==> src/rtl/rsa_modmul.sv <==
// rsa_modmul: interleaved shift-and-reduce modular multiplier, (a * b) mod n,
// one multiplier bit per clock, MSB first, with a start/done handshake.
module rsa_modmul #(
    parameter int WIDTH = 32
) (
    input  logic             clk,
    input  logic             reset,
    input  logic             start,
    input  logic [WIDTH-1:0] a,
    input  logic [WIDTH-1:0] b,
    input  logic [WIDTH-1:0] n,
    output logic             busy,
    output logic             done,
    output logic             err,
    output logic [WIDTH-1:0] product
);
    localparam int CW = WIDTH > 1 ? $clog2(WIDTH) : 1;
    localparam logic [CW-1:0] CNT_TOP = CW'(WIDTH - 1);

    typedef enum logic [1:0] {IDLE, RUN, FINISH} state_t;

    state_t state, state_nxt;
    logic [WIDTH-1:0] ra, rb, rn, p, p_nxt;
    logic [CW-1:0] cnt;
    logic bad, accept, last;
    logic [WIDTH+1:0] t, n1, n2, sub, d;

    // P < n and a < n keep T below 3n, so at most one of n or 2n is removed
    always_comb begin
        accept = state == IDLE && start;
        last = cnt == '0;
        n1 = {2'b00, rn};
        n2 = {1'b0, rn, 1'b0};
        t = {1'b0, p, 1'b0} + (rb[cnt] ? {2'b00, ra} : '0);
        sub = t >= n2 ? n2 : t >= n1 ? n1 : '0;
        d = t - sub;
        p_nxt = d[WIDTH-1:0];
    end

    always_ff @(posedge clk or negedge reset) begin
        if (!reset) state <= IDLE;
        else state <= state_nxt;
    end

    always_comb begin
        state_nxt = state == IDLE ? (start ? (a >= n ? FINISH : RUN) : IDLE)
                  : state == RUN  ? (last ? FINISH : RUN)
                  : IDLE;
    end

    always_comb begin
        busy = state != IDLE;
    end

    // A rejected operand pair spends its one busy cycle in FINISH and reports on the way out
    always_ff @(posedge clk or negedge reset) begin
        if (!reset) begin
            ra <= '0;
            rb <= '0;
            rn <= '0;
            p <= '0;
            cnt <= '0;
            bad <= 1'b0;
            done <= 1'b0;
            err <= 1'b0;
            product <= '0;
        end else begin
            done <= 1'b0;
            if (accept) begin
                ra <= a;
                rb <= b;
                rn <= n;
                p <= '0;
                bad <= a >= n;
                cnt <= CNT_TOP;
            end else if (state == RUN) begin
                p <= p_nxt;
                cnt <= cnt - CW'(1);
                if (last) begin
                    done <= 1'b1;
                    err <= 1'b0;
                    product <= p_nxt;
                end
            end else if (state == FINISH && bad) begin
                done <= 1'b1;
                err <= 1'b1;
                product <= '0;
            end
        end
    end
endmodule
==> config.mk <==
export PLATFORM = sky130hd
export DESIGN_NAME = rsa_modmul
export DESIGN_NICKNAME = d
export VERILOG_FILES = /design/src/rtl/rsa_modmul.sv
export SDC_FILE = /design/constraint.sdc
export NUM_CORES = 1
export LEC_CHECK = 0
export BUFFER_PORTS_ARGS = -buffer_cell sky130_fd_sc_hd__buf_2
export CAP_MARGIN = 10
export CORE_UTILIZATION = 55
export CTS_BUF_LIST = sky130_fd_sc_hd__clkbuf_16
export DETAILED_ROUTE_END_ITERATION = 8
export PLACE_DENSITY = 0.81
export SYNTH_ARGS = -nofsm -noshare
export SYNTH_HDL_FRONTEND = slang
export SYNTH_SLANG_ARGS = --single-unit
export TNS_END_PERCENT = 50
==> constraint.sdc <==
create_clock -name clk -period 11.4 [get_ports clk]
set_input_delay 0 -clock clk [delete_from_list [all_inputs] [get_ports clk]]
set_output_delay 0 -clock clk [all_outputs]
set_load 0.03 [all_outputs]
### Yosys cells after proc, flatten, opt, wreduce, memory -nomap -nowiden

Index checks and enable logic that the tools add are counted.

| storage, ports and cells | value |
|---|---|
| register bits after elaboration | 170 |
| output and inout port bits | 35 |
| logic and storage cells | 53 |

| cells by class | value |
|---|---|
| bitwise operators | 1 |
| add/subtract/negate cells | 3 |
| order comparisons | 4 |
| multiplexer cells | 24 |
| reduce and logical (&&, ||, !) cells | 8 |
| equal/unequal tests | 3 |

Operator list:

| operator | count |
|---|---|
| $mux W32 | 8 |
| $add A33 B32 Y34 | 1 |
| $ge A34 B32 Y1 | 1 |
| $ge A34 B33 Y1 | 1 |
| $ge A32 B32 Y1 | 1 |
| $sub A32 B32 Y32 | 1 |
| $mux W2 | 5 |
| $mux W5 | 2 |
| $mux W1 | 8 |
| $lt A5 B6 Y1 const B | 1 |
| $reduce_bool A2 Y1 | 3 |
| $bmux W1 S5 | 1 |
| $logic_not A5 Y1 | 1 |
| $sub A5 B1 Y5 const B | 1 |
| $reduce_and A3 Y1 | 1 |
| $eq A2 B1 Y1 const B | 1 |
| $eq A2 B2 Y1 const B | 1 |
| $logic_and A1 B1 Y1 | 2 |
| $logic_not A2 Y1 | 1 |
| $ne A2 B2 Y1 const B | 1 |
| $not A1 Y1 | 1 |

### Logic depth before layout (Yosys ltp)

| depth | value |
|---|---|
| depth after elaboration | 10 |
| depth in mapped cells | 42 |
| depth with buffers taken out | 39 |

### Worst setup path after synthesis

Ideal clock, no wire load.

| path | value |
|---|---|
| path type | register to register |
| start point | register cnt[0] |
| end point | register p[29] |
| path buffers | 3 |
| cell stages (with the launch flop) | 40 |
| setup slack | 2.850 ns |
| data required time | 11.279 ns |
| period minus slack after synthesis | 8.550 ns |
| data arrival time | 8.429 ns |
| library setup time | 0.121 ns |
| path through | dfrtp_1 buf_4 mux4_2 mux2i_1 nor3_1 nor4_4 clkbuf_1 nor2b_1 ha_1 a21o_1 a2111oi_0 o221a_1 o21ai_2 a31oi_4 o21ai_0 a21o_1 a211oi_1 o21a_1 (+4 left out) o311ai_0 o211ai_1 o22ai_1 nand3_1 nor3_1 buf_2 a22oi_1 ha_1 a21o_1 or3_1 o211a_1 a31oi_1 a31oi_1 a221oi_1 o21bai_1 a31oi_1 xnor2_1 a22o_1 |

| on the way | value |
|---|---|
| word-level cells in the longest chain between the ends | 10 |

RTL lines:

| what | line | RTL |
|---|---|---|
| start, declared | 24 | `logic [CW-1:0] cnt;` |
| start signal, assigned | 78 | `cnt <= cnt - CW'(1);` |
| $bmux W1 S5 (*) | 34 | `t = {1'b0, p, 1'b0} + (rb[cnt] ? {2'b00, ra} : '0);` |
| $mux W1 (implied by the code) (*) | 34 |  |
| $mux W32 (*) | 34 |  |
| $add A33 B32 Y34 (*) | 34 |  |
| $ge A34 B32 Y1 | 35 | `sub = t >= n2 ? n2 : t >= n1 ? n1 : '0;` |
| $mux W32 (2 in series) | 35 |  |
| $sub A32 B32 Y32 (*) | 36 | `d = t - sub;` |
| $mux W32 (*) | 76 | `end else if (state == RUN) begin` |
| $mux W32 (*) | 69 | `if (accept) begin` |
| end signal, assigned | 77 | `p <= p_nxt;` |
| end, declared | 23 | `logic [WIDTH-1:0] ra, rb, rn, p, p_nxt;` |

Every way passes the cells marked *; elsewhere a longest branch is shown, timed or not. The select of a mux whose other input is x is not followed.
A chain may end at the register's enable or synchronous reset.

### Worst setup path after layout

| path | value |
|---|---|
| start point | register cnt[1] |
| end point | register p[29] |

Same word-level chain as after synthesis.

==> results.sh <==
export IMPL_status="finished with violations"
export IMPL_violations="design-rule violations"
export IMPL_synth_area_per_cell_um2=8.503
export IMPL_postRouteAntennaNets=0
export IMPL_yosysWarnings=0
export IMPL_core_mm2=0.02203
export IMPL_max_freq_ghz=0.09854
export IMPL_netlist_area_leader_share=0.3417
export IMPL_finalCritPeriodShare=0.8902
export IMPL_clock_path_buffers=2
export IMPL_drtPass1Iterations=7
export IMPL_place_congestion=0.9193
export IMPL_numPortBuffers=133
export IMPL_numCtsBuffers=17
export IMPL_maxCapViolCount=0
export IMPL_grt_first_pass_wirelength_mm=59.65
export IMPL_die_w_um=152.4
export IMPL_cts_sinks=170
export IMPL_postCtsSetupBuffers=0
export IMPL_initial_utilization=0.5652
export IMPL_cp_arrival_ns=10.47
export IMPL_worstSetupStartpointType="flop"
export IMPL_postSynth_asyncResetShare=1.000
export IMPL_grt_usage=0.3228
export IMPL_clkTransAtPathRegs_ns=0.08
export IMPL_min_path_type="input port to flop"
export IMPL_drive_gt1_frac=0.1159
export IMPL_post_drt_via_cell_ratio=5.976
export IMPL_yosysSeqAreaShare=0.3417
export IMPL_slew_viol_final=0
export IMPL_grt_max_degree=103
export IMPL_n_antenna_cell=0
export IMPL_synth_area_leaders="dfrtp_1 (34%), ha_1 (16%), nand2_1 (11%)"
export IMPL_drt_wl_total_mm=37.03
export IMPL_syn_inst=1464
export IMPL_period_needed_ns=10.15
export IMPL_synth_edf_count=0
export IMPL_max_stage_delay_ns=0.64
export IMPL_syn_area_mm2=0.01245
export IMPL_yosysUniqueCellTypes=71
export IMPL_synth_seq_cells=170
export IMPL_critical_path_class="flop to flop"
export IMPL_area_growth_pct=19.93
export IMPL_hpwl_mm=25.88
export IMPL_cts_tree="yes"
export IMPL_finalHoldViolations=0
export IMPL_finalClockSkew_ns=0.01795
export IMPL_yosys_area_top_type="dfrtp_1"
export IMPL_syn_num_nets=1726
export IMPL_clk_latency_ns=0.45
export IMPL_cts_root_buf="clkbuf_16"
export IMPL_fin_nets=1932
export IMPL_crit_path_end_kind="flop"
export IMPL_grt_ovfl_total=0
export IMPL_required_ns=11.72
export IMPL_die_area_mm2=0.02324
export IMPL_vias=11730
export IMPL_rows=54
export IMPL_num_io_pins=134
export IMPL_crit_slowest_cell="dfrtp_1"
export IMPL_grt_pass1_vias=11680
export IMPL_crit_fanout=31
export IMPL_die_h_um=152.4
export IMPL_post_cts_resized=0
export IMPL_n_fill_cell=1728
export IMPL_relSlewSlack=0.3607
export IMPL_antenna_found_initial=0
export IMPL_worst_pin_slew_ns=0.9589
export IMPL_drtIter0Drc=920
export IMPL_wl_per_cell_um=18.87
export IMPL_postCtsHoldBufs=97
export IMPL_drc=7
export IMPL_synthFlopType="dfrtp_1"
export IMPL_final_setup_viol_count=0
export IMPL_grt_setup_unrepaired="false"
export IMPL_cts_htree_levels=4
export IMPL_tns_ns=0
worst max-delay path, delay by kind of cell (launching register included):
family	cells	cell delay (ns)
AO/OA/AOI/OAI	19	4.74
XOR/XNOR	1	0.13
flip-flops	1	0.64
AND/OR/NAND/NOR	11	1.89
buffers and inverters	2	0.67
multiplexers	2	0.80
adder cells (fa/ha/maj)	3	1.11
path summary, 6_finish.rpt:
check / from / endpoint / slack, ns / cells past startpoint
worst max-delay path: cnt[1] / p[29] / 1.25 / 38
worst min-delay path: start / rb[6] / 0.17 / 4
worst max register to register: cnt[1] / p[29] / 1.25 / 38
worst min register to register: ra[22] / ra[22] / 0.47 / 2
max in group asynchronous: reset / p[21] / 9.76 / 3
min in group asynchronous: reset / p[10] / 0.19 / 2
cells in the mapped netlist, drive strengths merged, types with 12 or more instances:
| master | instances |
|---|---|
| a21o | 49 |
| xor2 | 14 |
| nand4 | 20 |
| clkbuf | 48 |
| nor2b | 44 |
| inv | 86 |
| nand3 | 17 |
| xnor2 | 37 |
| a21oi | 78 |
| a211oi | 14 |
| nand2b | 18 |
| o21ai | 109 |
| a22oi | 30 |
| ha | 161 |
| o21a | 12 |
| nand2 | 350 |
| nor2 | 47 |
| dfrtp | 170 |
layout by cell type, fill, tap and decap left out, types with 9 or more instances in the layout:
| cell type | n |
|---|---|
| nor2b_1 | 44 |
| nand3_1 | 17 |
| a211oi_1 | 14 |
| a22oi_1 | 30 |
| o21a_1 | 12 |
| ha_1 | 161 |
| o21bai_1 | 10 |
| mux2i_1 | 9 |
| o21ai_0 | 103 |
| nand4_1 | 20 |
| buf_4 | 10 |
| xnor2_1 | 37 |
| nor2_1 | 46 |
| a21oi_1 | 77 |
| buf_2 | 132 |
| dfrtp_1 | 170 |
| dlygate4sd3_1 | 97 |
| xor2_1 | 14 |
| nand2_1 | 349 |
| clkbuf_16 | 17 |
| nand2b_1 | 17 |
| inv_1 | 86 |
| o31ai_1 | 10 |
| a21o_1 | 49 |
| nor3_1 | 10 |
through the flow:
step / instances / hold slack, ns / utilization / cell area (um2) / setup WS (ns)
floorplan: 1464 / -0.2956 / - / 12450 / 2.850
global placement: 1834 / 0.1451 / 0.6069 / 13370 / 1.581
detailed placement: 1834 / 0.1572 / 0.6069 / 13370 / 1.423
CTS: 1963 / 0.1663 / 0.6778 / 14930 / 1.326
global route: 1963 / 0.2181 / 0.6778 / 14930 / 0.5704
finish: 1963 / 0.1740 / 0.6778 / 14930 / 1.252
registers in the layout (all words and copies together) (netlist names):
register  cells
err           1
product      32
p            32
state         2
ra           32
rb           32
cnt           5
bad           1
done          1
rn           32
layer usage:
metal / GRT usage / wire, um
met5: 0 / 0
met4: 0.1077 / 1064
met3: 0.05006 / 2388
met2: 0.5594 / 17950
met1: 0.4121 / 15630
kinds of logic after synthesis:
logic type                 synth area share
muxes                               0.01990
AOI/OAI and AO/OA                    0.1945
and+or+nand+nor                      0.1983
xor gates and xnor gates            0.03769
adders and majority gates            0.1650
DFF                                  0.3417
buffers and inverters               0.04282
cell type report:
class | instances | area [um2] | share of cell area
multi-input cells | 1155 | 7692 | 0.5153
repair buffers | 240 | 1718 | 0.1151
flip-flops and latches | 170 | 4254 | 0.2849
inverters | 86 | 322.8 | 0.02162
clock buffers | 17 | 425.4 | 0.02849
well taps | 280 | 350.3 | 0.02347
clock inverters | 15 | 166.4 | 0.01115
Power is not shown: default switching activity piles up to over one toggle a cycle in this logic, so the estimate is an artifact.
